### src/rtl/seq_pkg.sv
// rtl/seq_pkg.sv - shared Y86-64 SEQ sequencer types, codes and helpers
package seq_pkg;

    localparam logic [3:0] I_HALT   = 4'h0;
    localparam logic [3:0] I_NOP    = 4'h1;
    localparam logic [3:0] I_RRMOVQ = 4'h2;
    localparam logic [3:0] I_IRMOVQ = 4'h3;
    localparam logic [3:0] I_RMMOVQ = 4'h4;
    localparam logic [3:0] I_MRMOVQ = 4'h5;
    localparam logic [3:0] I_OPQ    = 4'h6;
    localparam logic [3:0] I_JXX    = 4'h7;
    localparam logic [3:0] I_CALL   = 4'h8;
    localparam logic [3:0] I_RET    = 4'h9;
    localparam logic [3:0] I_PUSHQ  = 4'hA;
    localparam logic [3:0] I_POPQ   = 4'hB;

    localparam logic [1:0] STAT_AOK = 2'd0;
    localparam logic [1:0] STAT_HLT = 2'd1;
    localparam logic [1:0] STAT_ADR = 2'd2;
    localparam logic [1:0] STAT_INS = 2'd3;

    typedef enum logic [2:0] {
        ST_IDLE,
        ST_FETCH,
        ST_DECODE,
        ST_EXECUTE,
        ST_MEMORY,
        ST_WRITEBACK,
        ST_PCUPD,
        ST_HALT
    } state_t;

    // Instructions that read or write data memory in the Memory stage
    function automatic logic needs_mem(input logic [3:0] ic);
        case (ic)
            I_RMMOVQ, I_MRMOVQ, I_CALL, I_RET, I_PUSHQ, I_POPQ: needs_mem = 1'b1;
            I_HALT, I_NOP, I_RRMOVQ, I_IRMOVQ, I_OPQ, I_JXX:    needs_mem = 1'b0;
            default:                                            needs_mem = 1'b0;
        endcase
    endfunction

endpackage

### src/rtl/seq_stage_controller_if.sv
// rtl/seq_stage_controller_if.sv - data-memory request/acknowledge handshake
interface seq_stage_controller_if;
    logic mem_req;
    logic mem_ack;
    logic dmem_error;

    modport master (output mem_req, input mem_ack, input dmem_error);
    modport slave  (input mem_req, output mem_ack, output dmem_error);
endinterface

### src/rtl/seq_sat_counter.sv
// rtl/seq_sat_counter.sv - saturating up-counter with enable and synchronous clear
module seq_sat_counter #(
    parameter int W = 32
) (
    input  logic         clk,
    input  logic         rst,
    input  logic         clr,
    input  logic         en,
    output logic [W-1:0] q
);

    // Count up on enable, stick at all-ones
    always_ff @(posedge clk) begin
        if (rst || clr)
            q <= '0;
        else if (en && (q != '1))
            q <= q + 1'b1;
    end

endmodule

### src/rtl/seq_stage_controller.sv
// rtl/seq_stage_controller.sv - SEQ stage sequencer; optional SEQ_CTRL_SINGLE_STEP_EN parks in IDLE after each instruction
module seq_stage_controller
    import seq_pkg::*;
#(
    parameter int CNT_W       = 32,
    parameter int MEM_TIMEOUT = 16
) (
    input  logic                   clk,
    input  logic                   rst,
    input  logic                   start,
    input  logic [3:0]             icode,
    input  logic                   instr_valid,
    input  logic                   imem_error,
    input  logic                   step,
    seq_stage_controller_if.master mem,
    output logic [5:0]             stage_en,
    output logic                   busy,
    output logic                   halted,
    output logic [1:0]             stat,
    output logic [CNT_W-1:0]       cycle_cnt,
    output logic [CNT_W-1:0]       instr_cnt
);

    localparam int WAIT_W = $clog2(MEM_TIMEOUT + 1);

    state_t            state, state_nxt;
    logic [1:0]        stat_nxt;
    logic [3:0]        icode_q;
    logic              latch_icode;
    logic              retire;
    logic              mem_active;
    logic              timeout;
    logic              go;
    logic [WAIT_W-1:0] wait_cnt;

`ifdef SEQ_CTRL_SINGLE_STEP_EN
    assign go = start | step;
`else
    logic unused_step;
    assign unused_step = step;
    assign go = start;
`endif

    assign mem_active  = (state == ST_MEMORY) && needs_mem(icode_q);
    assign mem.mem_req = mem_active;
    // The ack-wins rule is handled by testing mem_ack before timeout below
    assign timeout     = mem_active && (wait_cnt == WAIT_W'(MEM_TIMEOUT - 1));
    assign busy        = (state != ST_IDLE) && (state != ST_HALT);
    assign halted      = (state == ST_HALT);

    // Next-state, status and retire decisions
    always_comb begin
        state_nxt   = state;
        stat_nxt    = stat;
        latch_icode = 1'b0;
        retire      = 1'b0;
        case (state)
            ST_IDLE: if (go) state_nxt = ST_FETCH;
            ST_FETCH: begin
                if (imem_error) begin
                    state_nxt = ST_HALT;
                    stat_nxt  = STAT_ADR;
                end else if (icode == I_HALT) begin
                    state_nxt = ST_HALT;
                    stat_nxt  = STAT_HLT;
                    retire    = 1'b1;
                end else if (!instr_valid) begin
                    state_nxt = ST_HALT;
                    stat_nxt  = STAT_INS;
                end else begin
                    latch_icode = 1'b1;
                    state_nxt   = ST_DECODE;
                end
            end
            ST_DECODE:  state_nxt = ST_EXECUTE;
            ST_EXECUTE: state_nxt = ST_MEMORY;
            ST_MEMORY: begin
                if (!mem_active) begin
                    state_nxt = ST_WRITEBACK;
                end else if (mem.mem_ack) begin
                    if (mem.dmem_error) begin
                        state_nxt = ST_HALT;
                        stat_nxt  = STAT_ADR;
                    end else begin
                        state_nxt = ST_WRITEBACK;
                    end
                end else if (timeout) begin
                    state_nxt = ST_HALT;
                    stat_nxt  = STAT_ADR;
                end
            end
            ST_WRITEBACK: state_nxt = ST_PCUPD;
            ST_PCUPD: begin
                retire = 1'b1;
`ifdef SEQ_CTRL_SINGLE_STEP_EN
                state_nxt = ST_IDLE;
`else
                state_nxt = ST_FETCH;
`endif
            end
            ST_HALT: state_nxt = ST_HALT;
            default: state_nxt = ST_IDLE;
        endcase
    end

    // State, status and latched instruction code
    always_ff @(posedge clk) begin
        if (rst) begin
            state   <= ST_IDLE;
            stat    <= STAT_AOK;
            icode_q <= 4'h0;
        end else begin
            state <= state_nxt;
            stat  <= stat_nxt;
            if (latch_icode)
                icode_q <= icode;
        end
    end

    // One-hot stage enable {P,W,M,E,D,F} decoded from the state register
    always_comb begin
        stage_en = 6'b000000;
        case (state)
            ST_FETCH:     stage_en = 6'b000001;
            ST_DECODE:    stage_en = 6'b000010;
            ST_EXECUTE:   stage_en = 6'b000100;
            ST_MEMORY:    stage_en = 6'b001000;
            ST_WRITEBACK: stage_en = 6'b010000;
            ST_PCUPD:     stage_en = 6'b100000;
            default:      stage_en = 6'b000000;
        endcase
    end

    seq_sat_counter #(.W(CNT_W)) u_cycle_cnt (
        .clk (clk),
        .rst (rst),
        .clr (1'b0),
        .en  (busy),
        .q   (cycle_cnt)
    );

    seq_sat_counter #(.W(CNT_W)) u_instr_cnt (
        .clk (clk),
        .rst (rst),
        .clr (1'b0),
        .en  (retire),
        .q   (instr_cnt)
    );

    seq_sat_counter #(.W(WAIT_W)) u_wait_cnt (
        .clk (clk),
        .rst (rst),
        .clr (!mem_active),
        .en  (mem_active && !mem.mem_ack),
        .q   (wait_cnt)
    );

endmodule

### src/flat_wrapper.sv
// flat-port wrapper written by rule: the top's interface ports become plain ports
module seq_stage_controller_flat import seq_pkg::*;
#(
    parameter int CNT_W       = 32,
    parameter int MEM_TIMEOUT = 16
)
  (clk, rst, start, icode, instr_valid, imem_error, step, stage_en, busy, halted, stat, cycle_cnt, instr_cnt, mem_mem_req, mem_mem_ack, mem_dmem_error);
  seq_stage_controller_if mem_i ();
  input  logic clk;
  input  logic rst;
  input  logic start;
  input  logic [3:0] icode;
  input  logic instr_valid;
  input  logic imem_error;
  input  logic step;
  output logic [5:0] stage_en;
  output logic busy;
  output logic halted;
  output logic [1:0] stat;
  output logic [CNT_W-1:0] cycle_cnt;
  output logic [CNT_W-1:0] instr_cnt;
  output wire logic [$bits(mem_i.mem_req)-1:0] mem_mem_req;
  input wire logic [$bits(mem_i.mem_ack)-1:0] mem_mem_ack;
  input wire logic [$bits(mem_i.dmem_error)-1:0] mem_dmem_error;
  assign mem_mem_req = mem_i.mem_req;
  assign mem_i.mem_ack = mem_mem_ack;
  assign mem_i.dmem_error = mem_dmem_error;
  seq_stage_controller #(.CNT_W(CNT_W), .MEM_TIMEOUT(MEM_TIMEOUT)) u_core (.clk(clk), .rst(rst), .start(start), .icode(icode), .instr_valid(instr_valid), .imem_error(imem_error), .step(step), .mem(mem_i), .stage_en(stage_en), .busy(busy), .halted(halted), .stat(stat), .cycle_cnt(cycle_cnt), .instr_cnt(instr_cnt));
endmodule
### config.mk
export PLATFORM = sky130hd
export DESIGN_NAME = seq_stage_controller_flat
export DESIGN_NICKNAME = d
export VERILOG_FILES = /design/src/rtl/seq_pkg.sv /design/src/rtl/seq_stage_controller_if.sv /design/src/rtl/seq_sat_counter.sv /design/src/rtl/seq_stage_controller.sv /design/src/flat_wrapper.sv
export SDC_FILE = /design/constraint.sdc
export NUM_CORES = 1
export LEC_CHECK = 0
export BUFFER_PORTS_ARGS = -buffer_cell sky130_fd_sc_hd__clkbuf_2
export CORE_UTILIZATION = 45
export DETAILED_ROUTE_END_ITERATION = 12
export PLACE_DENSITY = 0.71
export SLEW_MARGIN = 25
export SYNTH_ARGS = -nofsm -noshare
export SYNTH_HDL_FRONTEND = slang
export SYNTH_HIERARCHICAL = 1
export SYNTH_SLANG_ARGS = --single-unit
export TNS_END_PERCENT = 30
### constraint.sdc
create_clock -name clk -period 4.5 [get_ports clk]
set_input_delay 0 -clock clk [delete_from_list [all_inputs] [get_ports clk]]
set_output_delay 0 -clock clk [all_outputs]
set_load 0.01 [all_outputs]
==> results of run 1 <==
## worst paths after layout
| kind | startpoint | to | depth (start not counted) |
|---|---|---|---|
| worst max-delay path | u_core/state[0] | u_core/u_instr_cnt/q[29] | 7 |
| worst min-delay path | mem_mem_ack | u_core/stat[1] | 4 |
| worst max register to register | u_core/state[0] | u_core/u_instr_cnt/q[29] | 7 |
| worst min register to register | u_core/u_wait_cnt/q[4] | u_core/u_wait_cnt/q[4] | 2 |
## placed cells by master, fill, tap and decap left out, drive strengths merged, types with 3 or more instances in the layout
cell / Yosys / routed
a21oi: 67 / 67
and2: 3 / 3
and3: 10 / 10
and4: 14 / 14
clkbuf: 8 / 94
clkinv: 0 / 3
dfxtp: 78 / 78
dlygate4sd3: 0 / 8
ha: 4 / 4
inv: 11 / 11
mux2i: 6 / 6
nand2: 36 / 36
nand2b: 3 / 3
nand3: 24 / 24
nand4: 19 / 19
nor2: 20 / 20
nor3: 3 / 3
nor3b: 3 / 3
o21ai: 42 / 42
o311ai: 4 / 4
o31ai: 22 / 22
or2: 5 / 5
or3: 39 / 39
or4: 20 / 20
xnor2: 3 / 3
xor2: 3 / 3
## final cells by class
| type | count | area share [%] |
|---|---|---|
| multi-input combinational | 365 | 49.75 |
| sequential | 78 | 32.27 |
| inverter | 11 | 0.8534 |
| tap | 108 | 2.793 |
| timing repair buffer | 93 | 10.45 |
| clock buffer | 9 | 2.560 |
| clock inverter | 6 | 1.319 |
## power groups by stage
stage          logic (mW)  registers [mW]  clock network, mW
6_report            0.121           0.714              0.517
5_1_grt             0.133           0.717              0.558
4_1_cts             0.120           0.714              0.529
3_5_place_dp        0.116           0.730                  0
3_3_place_gp        0.113           0.730                  0
2_1_floorplan      0.0976           0.725                  0
## cells in the mapped netlist (3+ instances only)
master / count
sky130_fd_sc_hd__ha_1: 4
sky130_fd_sc_hd__dfxtp_1: 78
sky130_fd_sc_hd__and3_2: 5
sky130_fd_sc_hd__a21oi_2: 14
sky130_fd_sc_hd__or4_1: 18
sky130_fd_sc_hd__buf_6: 8
sky130_fd_sc_hd__and4_1: 8
sky130_fd_sc_hd__or3_1: 31
sky130_fd_sc_hd__nor3_1: 3
sky130_fd_sc_hd__nand2_1: 32
sky130_fd_sc_hd__nor2_1: 20
sky130_fd_sc_hd__nand3_1: 24
sky130_fd_sc_hd__o31ai_4: 4
sky130_fd_sc_hd__mux2i_1: 6
sky130_fd_sc_hd__or3_2: 8
sky130_fd_sc_hd__nand2_2: 4
sky130_fd_sc_hd__clkbuf_1: 7
sky130_fd_sc_hd__xnor2_1: 3
sky130_fd_sc_hd__or2_2: 3
sky130_fd_sc_hd__o31ai_1: 18
sky130_fd_sc_hd__inv_1: 11
sky130_fd_sc_hd__and4_4: 4
sky130_fd_sc_hd__and2_1: 3
sky130_fd_sc_hd__nor3b_1: 3
sky130_fd_sc_hd__o21ai_1: 16
sky130_fd_sc_hd__o21ai_0: 24
sky130_fd_sc_hd__nand4_1: 17
sky130_fd_sc_hd__a21oi_1: 53
sky130_fd_sc_hd__xor2_1: 3
sky130_fd_sc_hd__and3_1: 3
## critical path: stages, from the launching register on
cell	delay [ns]
sky130_fd_sc_hd__dfxtp_1	0.52
sky130_fd_sc_hd__or3b_4	0.46
sky130_fd_sc_hd__nor2_1	0.20
sky130_fd_sc_hd__a21o_1	0.30
sky130_fd_sc_hd__and3_4	0.27
sky130_fd_sc_hd__o311ai_4	0.22
sky130_fd_sc_hd__or4_1	0.50
sky130_fd_sc_hd__a21oi_2	0.14
## metal layers
metal	GRT usage, %	wire [um]
met3	4.724	497
met1	25.27	4346
met4	5.245	82
met2	34.24	4639
met5	0	0
## logic make-up after synthesis
group	after synthesis	synth area share, %
fa+ha+maj	4	1.206
simple gates	206	31.08
compound gates	141	22.82
mux	6	1.447
xor+xnor	6	1.266
buf+inv	30	4.462
other cells	1	0.09036
flops	78	37.62
## registers in the layout, summed over array words and instances (netlist names), named ones only
name	flops
u_core/u_instr_cnt/q	32
u_core/u_wait_cnt/q	5
u_core/u_cycle_cnt/q	32
u_core/stat	2
u_core/icode_q	3
u_core/state	3
==> impl_metrics.csv, run 1 <==
group,metric,value,unit
run_status,outcome,"finished, violations left",
run_status,failed_checks,"DRC",
cells_and_area,post_route_cells_drive_above_1_share,28.65,%
grt,grt_pass1_wl,16020,um
critical_path,crit_path_start_kind,"flop",
min_path,worst_hold_path_type,"in -> reg",
cells_and_area,final_util,54.94,%
clock_network,cts_hold_buffers,8,
yosys,total_of_warnings_raised_by_yosys,6,
pwr,power.share.switching,26.40,%
timing,peak_clock_frequency_supported_by_timing,373.2,MHz
die,ios,87,
drt,routed_wire_length_per_instance,14.28,um
yosys,synthArstFlopShare,0,%
drt,detailedRoute.firstIterationViolations,143,
pwr,power_report.internal_total,995.1,uW
timing,setup_ws,1.821,ns
critical_path,crit_arrival,2.96,ns
cells_and_area,final_nets,574,
die,die_area,9611,um2
cells_and_area,final_area,4838,um2
timing,final_max_slew_viol_count,0,
clock_network,tritoncts,"yes",
critical_path,worst-r2r-setup-slack,1.82,ns
critical_path,critical_path_peak_fanout,16,
yosys,synth_seq_area_share,37.62,%
yosys,ys.flop_type,"sky130_fd_sc_hd__dfxtp_1",
drt,remaining_drc_errors,7,
timing,relSlewSlack,42.99,%
critical_path,critical_setup_path_kind,"reg -> reg",
cells_and_area,multi_input_comb_area,2407,um2
place,gp_congestion,0.8023,
drt,route.vias.total,3872,
pwr,clock_power_share,38.3,%
grt,grtUsageTotal,20.03,%
pwr,cellLeakagePower,1.621,nW
place,placed_cells,647,
timing,setup_repair_after_global_routing_missed_its_margin,"no",
place,port-buffer-count,85,
yosys,synth_cell_type_count,57,
clock_network,cts_sinks,78,
die,num_rows,34,
drt,antenna_left,0,
clock_network,clock_tree.buffer_depth,2,
place,dpl.hpwl,6729,um
drt,post_drt_via_cell_ratio,5.779,
timing,layout_min_cycle_time,2.679,ns
die,coreArea,8806,um2
yosys,synth_area_leader_cell,"sky130_fd_sc_hd__dfxtp_1",
timing,final_hold_violations,0,
yosys,post_synth_inst_count,472,
cells_and_area,areaGrowthSynthToFinish,16.58,%
timing,tightestPinTransition,0.8551,ns
job,max_cap_violations,0,
timing,post-route-period-util,59.54,%
drt,detail_route.wirelength,9567,um
pwr,vdd_ir_drop_max,162.0,uV
yosys,netlist.area_leader.share,37.62,%
place,placedInstanceArea,4571,um2
clock_network,cts_resized,0,
timing,whs,0.08633,ns
yosys,yosys_register_bits,78,
cells_and_area,filler_cell_count,831,
clock_network,cts-root-buf,"sky130_fd_sc_hd__clkbuf_8",
grt,grt.overflow.total,0,
yosys,synth_cell_area,4150,um2
yosys,synth_enable_flop_cells,0,
clock_network,worst_setup_hold_path_clk_slew,0.08,ns
clock_network,cts_htree_levels,3,
pwr,p_seq_share,52.8,%
timing,final-setup-viol-count,0,
pwr,power.switching,357.0,uW
timing,setup-tns-final,0,ns
die,chip_height,98.04,um
grt,maximum_number_of_pins_on_one_net_before_global_route_repair,33,
yosys,synth_area_per_cell,8.793,um2
place,pre_cts_slack,1.871,ns
pwr,post-layout-total-power,1.352,mW
clock_network,cts_setup_buffers,0,
pwr,power_density,279.5,nW/um2
grt,grt_antenna_before_repair,0,
yosys,ys_top_cells_by_area,"sky130_fd_sc_hd__dfxtp_1 38%, sky130_fd_sc_hd__a21oi_1 6.4%, sky130_fd_sc_hd__or3_1 4.7%",
grt,grt_pass1_vias,3515,
pwr,combPwrFrac,8.9,%
die,die_w,98.04,um
drt,firstDrtPassIters,9,
cells_and_area,num_antenna_cells,0,
timing,finalClockSkew,0.01653,ns
critical_path,timing.critical_path.to_type,"flop",
clock_network,cts-buffers-inserted,9,
cells_and_area,layoutNonFillerInstCount,670,
die,floorplan.initialDensity,47.13,%
clock_network,clock_insertion_delay_worst_skew,0.35,ns
critical_path,cp.required,4.78,ns
cells_and_area,final-seq-area,1562,um2
(Power assumes the default switching activity.)
==> run 2, diff against run 1 <==
--- a/config.mk
+++ b/config.mk
@@ -8,7 +8,7 @@
 export BUFFER_PORTS_ARGS = -buffer_cell sky130_fd_sc_hd__clkbuf_2
 export CORE_UTILIZATION = 45
 export DETAILED_ROUTE_END_ITERATION = 12
-export PLACE_DENSITY = 0.71
+export PLACE_DENSITY = 0.73
 export SLEW_MARGIN = 25
 export SYNTH_ARGS = -nofsm -noshare
 export SYNTH_HDL_FRONTEND = slang
==> constraint.sdc (replaced) <==
create_clock -name clk -period 2.42 [get_ports clk]
set_input_delay 0 -clock clk [delete_from_list [all_inputs] [get_ports clk]]
set_output_delay 0 -clock clk [all_outputs]
set_load 0.01 [all_outputs]
==> run 2 against run 1 <==
The run still ends with DRC left. Sequential power increased by 83%. Fmax is 17% higher. Critical endpoint unchanged. Clock skew is 0.0054 ns lower.
==> impl_metrics.csv, run 2 (synthesis gave the netlist of run 1 again) <==
group,metric,value,unit
cells_and_area,num_antenna_cells,0,
drt,detail_route.wirelength,9935,um
cells_and_area,areaGrowthSynthToFinish,19.48,%
critical_path,r2r_endpoint,"u_core/u_instr_cnt/q[29]",
place,port-buffer-count,85,
clock_network,cts-root-buf,"sky130_fd_sc_hd__clkbuf_8",
clock_network,cts_sinks,78,
timing,peak_clock_frequency_supported_by_timing,438.1,MHz
timing,whs,0.02528,ns
clock_network,cts_setup_buffers,0,
timing,final_hold_violations,0,
critical_path,r2r_cells,7,
min_path,worst_hold_path.num_cells,4,
critical_path,crit_arrival,2.55,ns
pwr,cellLeakagePower,1.688,nW
die,die_area,9611,um2
drt,detailedRoute.firstIterationViolations,169,
cells_and_area,commonest_cells_after_routing_fill_and_taps_aside,"85 x sky130_fd_sc_hd__clkbuf_2, 78 x sky130_fd_sc_hd__dfxtp_1, 53 x sky130_fd_sc_hd__a21oi_1",
pwr,combPwrFrac,9.8,%
drt,remaining_drc_errors,7,
timing,post-route-period-util,94.31,%
pwr,power.share.switching,23.36,%
die,coreArea,8806,um2
drt,routed_wire_length_per_instance,14.65,um
drt,route.vias.total,4003,
grt,grt_pass1_vias,3557,
cells_and_area,layout.cells.most_common,"sky130_fd_sc_hd__clkbuf_2",
critical_path,critical_path_peak_fanout,16,
grt,grt.overflow.total,0,
die,floorplan.initialDensity,47.13,%
place,dpl.hpwl,6802,um
run_status,failed_checks,"DRC",
pwr,power.switching,643.7,uW
grt,grt_antenna_before_repair,0,
critical_path,worst_r2r_startpoint,"u_core/state[2]",
drt,firstDrtPassIters,9,
timing,relSlewSlack,47.50,%
die,chip_height,98.04,um
timing,layout_min_cycle_time,2.282,ns
critical_path,worst-r2r-setup-slack,0.14,ns
pwr,clock_power_share,42.5,%
pwr,vdd_ir_drop_max,286.8,uV
critical_path,timing.critical_path.slowest_cell_delay,0.48,ns
timing,finalClockSkew,0.01117,ns
grt,maximum_number_of_pins_on_one_net_before_global_route_repair,33,
timing,setup-tns-final,0,ns
timing,tightestPinTransition,0.7753,ns
clock_network,clock_tree.buffer_depth,2,
min_path,worst_hold_startpoint,"imem_error",
clock_network,tritoncts,"yes",
die,die_w,98.04,um
critical_path,timing.critical_path.to_type,"flop",
critical_path,critical_setup_path_kind,"reg -> reg",
job,max_cap_violations,0,
critical_path,cp.required,2.69,ns
clock_network,cts-buffers-inserted,9,
cells_and_area,largest_registers_in_the_final_layout,"u_core/u_cycle_cnt/q (32), u_core/u_instr_cnt/q (32), u_core/u_wait_cnt/q (5)",
run_status,outcome,"finished, violations left",
timing,final-setup-viol-count,0,
timing,setup_repair_after_global_routing_missed_its_margin,"no",
critical_path,path_cells,"or3b_4, nor2_1, a21o_1, and3_4, o311ai_4, or4_1, a21oi_2",
critical_path,library_cell_contributing_the_largest_single_delay_on_the_critical_path,"sky130_fd_sc_hd__or4_1",
cells_and_area,post_route_cells_drive_above_1_share,29.65,%
min_path,worst_hold_path_type,"in -> reg",
grt,grt_pass1_wl,16280,um
grt,grtUsageTotal,20.48,%
cells_and_area,final_nets,582,
pwr,power_report.internal_total,2.111,mW
clock_network,clock_insertion_delay_worst_skew,0.35,ns
drt,post_drt_via_cell_ratio,5.904,
clock_network,worst_setup_hold_path_clk_slew,0.08,ns
clock_network,cts_htree_levels,3,
critical_path,crit_path_start_kind,"flop",
timing,final_max_slew_viol_count,0,
die,num_rows,34,
place,gp_congestion,0.8012,
pwr,power_density,555.6,nW/um2
min_path,sink_of_the_worst_hold_path,"u_core/stat[0]",
die,ios,87,
drt,antenna_left,0,
pwr,p_seq_share,47.7,%
-- run 2: changes by cell type in the layout (fill, tap and decap cells not counted), sizes merged, moves of 2 or more --
cell      change
clkinv        -2
bufinv        +2
clkbuf        +2
buf           +8
clkinvlp      -2
-- run 2: layout make-up --
cell class / count / area (um2)
sequential: 78 / 1562
tap: 108 / 135.1
clock inverter: 4 / 95.09
fill: 809 / 3847
multi-input combinational: 366 / 2429
clock buffer: 11 / 141.4
inverter: 11 / 41.29
timing repair buffer: 100 / 555.5
-- run 2: power groups by stage --
stage	Clock, mW	Sequential, mW	Combinational, mW
after floorplan	0	1.35	0.181
after global placement	0	1.34	0.254
after detailed placement	0	1.34	0.259
after CTS	1.20	1.31	0.268
after global routing	1.25	1.32	0.296
final	1.17	1.31	0.270
-- run 2: critical path, delay by kind of cell (launching register included) --
kind            cells  cell delay, ns
compound gates      3            0.56
simple gates        4            1.32
flops               1            0.32
-- run 2: per-layer routing --
layer	GRT usage [%]	vias to the layer above	part of all wire, %
li1	-	1975	-
met4	7.110	0	1.3
met3	4.939	14	5.8
met1	24.89	1914	44
met2	35.21	100	49
met5	0	-	0
-- run 2: worst max-delay path by stage --
stage,from,endpoint,slack [ns],cells after the start
after floorplan,u_core/state[0],u_core/u_cycle_cnt/q[17],0.07,8
after global routing,u_core/state[0],u_core/u_instr_cnt/q[21],0.01,7
after global placement,u_core/state[2],u_core/u_instr_cnt/q[29],0.22,7
after detailed placement,u_core/u_instr_cnt/q[0],u_core/u_instr_cnt/q[1],0.11,6
final,u_core/state[2],u_core/u_instr_cnt/q[29],0.14,7
after CTS,u_core/u_instr_cnt/q[0],u_core/u_instr_cnt/q[1],0.10,6
-- run 2: metrics by stage --
step / utilization (%) / instances / power, mW / setup WS [ns] / cell area [um2]
after floorplan: - / 473 / 1.530 / 0.07326 / 4154
after global placement: 52.59 / 655 / 1.597 / 0.2210 / 4631
after detailed placement: 52.59 / 655 / 1.603 / 0.1099 / 4631
after CTS: 56.07 / 677 / 2.783 / 0.1006 / 4937
after global routing: 56.31 / 678 / 2.859 / 0.01139 / 4959
final: 56.31 / 678 / 2.755 / 0.1376 / 4959
-- run 2: what timing repair did --
item	4_1_cts	5_1_grt
setup endpoints to repair	0	13
resized for setup	0	1
hold buffers	7	0
hold endpoints to repair	6	0
==> run 3, diff against run 2 <==
--- a/config.mk
+++ b/config.mk
@@ -5,10 +5,12 @@
 export SDC_FILE = /design/constraint.sdc
 export NUM_CORES = 1
 export LEC_CHECK = 0
+export ABC_AREA = 1
 export BUFFER_PORTS_ARGS = -buffer_cell sky130_fd_sc_hd__clkbuf_2
+export CORE_MARGIN = 1.5
 export CORE_UTILIZATION = 45
 export DETAILED_ROUTE_END_ITERATION = 12
-export PLACE_DENSITY = 0.73
+export PLACE_DENSITY = 0.72
 export SLEW_MARGIN = 25
 export SYNTH_ARGS = -nofsm -noshare
 export SYNTH_HDL_FRONTEND = slang
==> run 3 against run 2 <==
The flow now finishes without violations. Synthesized area up 18%. First-iteration DRC count up 140%. Worst hold slack worse by 0.0037 ns. Setup slack better by 0.038 ns. Largest power group unchanged.
==> impl_metrics.csv, run 3 <==
group,metric,value,unit
drt,post_drt_via_cell_ratio,5.021,
timing,setup_repair_after_global_routing_missed_its_margin,"no",
grt,maximum_number_of_pins_on_one_net_before_global_route_repair,33,
pwr,vdd_ir_drop_max,397.1,uV
place,placed_cells,993,
pwr,clock_power_share,34.3,%
die,floorplan.initialDensity,46.96,%
yosys,synthArstFlopShare,0,%
clock_network,cts_sinks,78,
pwr,power.switching,765.7,uW
clock_network,cts-root-buf,"sky130_fd_sc_hd__clkbuf_8",
cells_and_area,num_antenna_cells,0,
grt,grtUsageTotal,22.07,%
run_status,outcome,"completed",
timing,finalClockSkew,0.007596,ns
drt,detail_route.wirelength,12280,um
drt,routed_wire_length_per_instance,12.08,um
cells_and_area,post_route_cells_drive_above_1_share,20.57,%
die,chip_height,107.5,um
cells_and_area,layout.cells.most_common,"sky130_fd_sc_hd__nand2_1",
yosys,synth_seq_area_share,31.78,%
cells_and_area,areaGrowthSynthToFinish,15.53,%
critical_path,crit_path_start_kind,"input pin",
drt,remaining_drc_errors,0,
pwr,power_density,464.3,nW/um2
cells_and_area,commonest_cells_after_routing_fill_and_taps_aside,"203 x sky130_fd_sc_hd__nand2_1, 158 x sky130_fd_sc_hd__nor2_1, 85 x sky130_fd_sc_hd__clkbuf_2",
pwr,cellLeakagePower,2.297,nW
timing,peak_clock_frequency_supported_by_timing,445.5,MHz
cells_and_area,final_area,5677,um2
die,coreArea,10460,um2
pwr,power.share.switching,29.05,%
die,ios,87,
place,gp_congestion,0.8889,
pwr,combPwrFrac,14.6,%
critical_path,critical_path_peak_fanout,4,
place,dpl.hpwl,9128,um
critical_path,cp.required,2.68,ns
yosys,synth_enable_flop_cells,0,
clock_network,cts-buffers-inserted,9,
place,port-buffer-count,85,
critical_path,critical_setup_path_kind,"in -> reg",
min_path,worst_hold_path_type,"in -> reg",
place,pre_cts_slack,0.3088,ns
grt,grt_pass1_vias,4283,
job,max_cap_violations,0,
timing,final_hold_violations,0,
yosys,ys.flop_type,"sky130_fd_sc_hd__dfxtp_1",
clock_network,cts_htree_levels,3,
die,num_rows,37,
drt,antenna_left,0,
yosys,synthMostInstantiatedCell,"sky130_fd_sc_hd__nand2_1",
drt,route.vias.total,5101,
cells_and_area,layoutNonFillerInstCount,1016,
timing,setup-tns-final,0,ns
yosys,synth_area_leader_cell,"sky130_fd_sc_hd__dfxtp_1",
timing,layout_min_cycle_time,2.245,ns
pwr,p_seq_share,51.1,%
cells_and_area,largest_registers_in_the_final_layout,"u_core/u_cycle_cnt/q (32), u_core/u_instr_cnt/q (32), u_core/u_wait_cnt/q (5)",
place,placedInstanceArea,5423,um2
die,die_area,11560,um2
yosys,synth_cell_type_count,31,
pwr,power_report.internal_total,1.870,mW
yosys,yosys_register_bits,78,
timing,setup_ws,0.1754,ns
cells_and_area,final_nets,892,
clock_network,worst_setup_hold_path_clk_slew,0.07,ns
yosys,post_synth_inst_count,782,
yosys,synth_area_per_cell,6.283,um2
critical_path,crit_arrival,2.51,ns
grt,grt_pass1_wl,20320,um
clock_network,tritoncts,"yes",
yosys,total_of_warnings_raised_by_yosys,6,
drt,firstDrtPassIters,5,
critical_path,timing.critical_path.to_type,"flop",
clock_network,clock_tree.buffer_depth,2,
timing,final_max_slew_viol_count,0,
timing,post-route-period-util,92.75,%
drt,detailedRoute.firstIterationViolations,404,
grt,grt_antenna_before_repair,0,
yosys,post_synth_most_frequent_cells,"203 x sky130_fd_sc_hd__nand2_1, 163 x sky130_fd_sc_hd__nor2_1, 80 x sky130_fd_sc_hd__nand3_1",
grt,grt.overflow.total,0,
timing,final-setup-viol-count,0,
yosys,synth_cell_area,4913,um2
clock_network,clock_insertion_delay_worst_skew,0.37,ns
die,die_w,107.5,um
yosys,netlist.area_leader.share,31.78,%
yosys,ys_top_cells_by_area,"sky130_fd_sc_hd__dfxtp_1 32%, sky130_fd_sc_hd__nand2_1 16%, sky130_fd_sc_hd__nor2_1 12%",
## run 3: changes by cell type after synthesis, moves of 15 or more
cell / delta
sky130_fd_sc_hd__inv_1: +56
sky130_fd_sc_hd__o31ai_1: -18
sky130_fd_sc_hd__nor2_1: +143
sky130_fd_sc_hd__or4_1: -18
sky130_fd_sc_hd__or3_1: -31
sky130_fd_sc_hd__o21ai_0: -18
sky130_fd_sc_hd__nand3_2: +15
sky130_fd_sc_hd__o21ai_1: -15
sky130_fd_sc_hd__nand2_1: +171
sky130_fd_sc_hd__nand3_1: +56
## run 3: stage by stage
step	hold slack (ns)	power [mW]	utilization, %
2_1_floorplan	0.06907	1.629	-
6_report	0.02159	2.635	54.26
5_1_grt	0.06544	2.782	54.26
4_1_cts	0.003191	2.665	54.01
3_3_place_gp	0.3382	1.740	51.83
3_5_place_dp	0.3404	1.744	51.83
## run 3: worst paths after layout
check                                             start                  endpoint  slack (ns)  cells after the start
worst max-delay path                           icode[0]  u_core/u_instr_cnt/q[26]        0.18                     15
worst max register to register          u_core/state[2]  u_core/u_cycle_cnt/q[28]        0.27                     11
worst min register to register  u_core/u_cycle_cnt/q[1]   u_core/u_cycle_cnt/q[1]        0.51                      2
worst min-delay path                           icode[3]         u_core/icode_q[3]        0.02                      5
## run 3: area by class of cell
class | count | area [um2]
fillers | 1130 | 4786
clock inverters | 1 | 5.005
repair buffers | 100 | 553.0
clock buffers | 14 | 162.7
multi-input cells | 607 | 2924
flip-flops and latches | 78 | 1562
inverters | 80 | 300.3
well taps | 136 | 170.2
## run 3: cell families after synthesis
family          Yosys count  synth area share [%]
simple gates            533                 50.47
buf+inv                  98                 9.117
flops                    78                 31.78
compound gates           64                 6.825
xor+xnor                  4                0.7129
fa+ha+maj                 4                 1.019
other cells               1               0.07632
## run 3: layer usage
layer	part of all wire, %	wire (um)	GRT usage (%)
met5	0	0	0
met4	0.77	94	4.887
met3	6.5	804	5.630
met2	42	5203	32.98
met1	50	6174	31.81
## run 3: critical path, cell delays in order
cell and delay, ns:
sky130_fd_sc_hd__dlygate4sd3_1 0.54, sky130_fd_sc_hd__clkbuf_2 0.10, sky130_fd_sc_hd__nor2_1 0.12, sky130_fd_sc_hd__dlygate4sd3_1 0.56, sky130_fd_sc_hd__nand4_1 0.14, sky130_fd_sc_hd__o21ai_2 0.11, sky130_fd_sc_hd__inv_2 0.07, sky130_fd_sc_hd__nor2_1 0.18
sky130_fd_sc_hd__nand2_1 0.09, sky130_fd_sc_hd__inv_2 0.08, sky130_fd_sc_hd__nand2_1 0.14, sky130_fd_sc_hd__nor2_1 0.17, sky130_fd_sc_hd__nand3_1 0.08, sky130_fd_sc_hd__nand2_1 0.07, sky130_fd_sc_hd__nor2_1 0.04
## run 3: what timing repair did
action,4_1_cts,5_1_grt
buffers inserted,0,2
setup endpoints to repair,0,10
hold endpoints to repair,6,0
gates resized for setup,0,5
hold buffers,6,0
## run 3: power by group through the flow
stage | clock [mW] | combinational, mW | sequential, mW
after global routing | 1.00 | 0.432 | 1.35
after CTS | 0.941 | 0.378 | 1.35
final | 0.905 | 0.385 | 1.35
after global placement | 0 | 0.365 | 1.38
after detailed placement | 0 | 0.369 | 1.37
after floorplan | 0 | 0.270 | 1.36
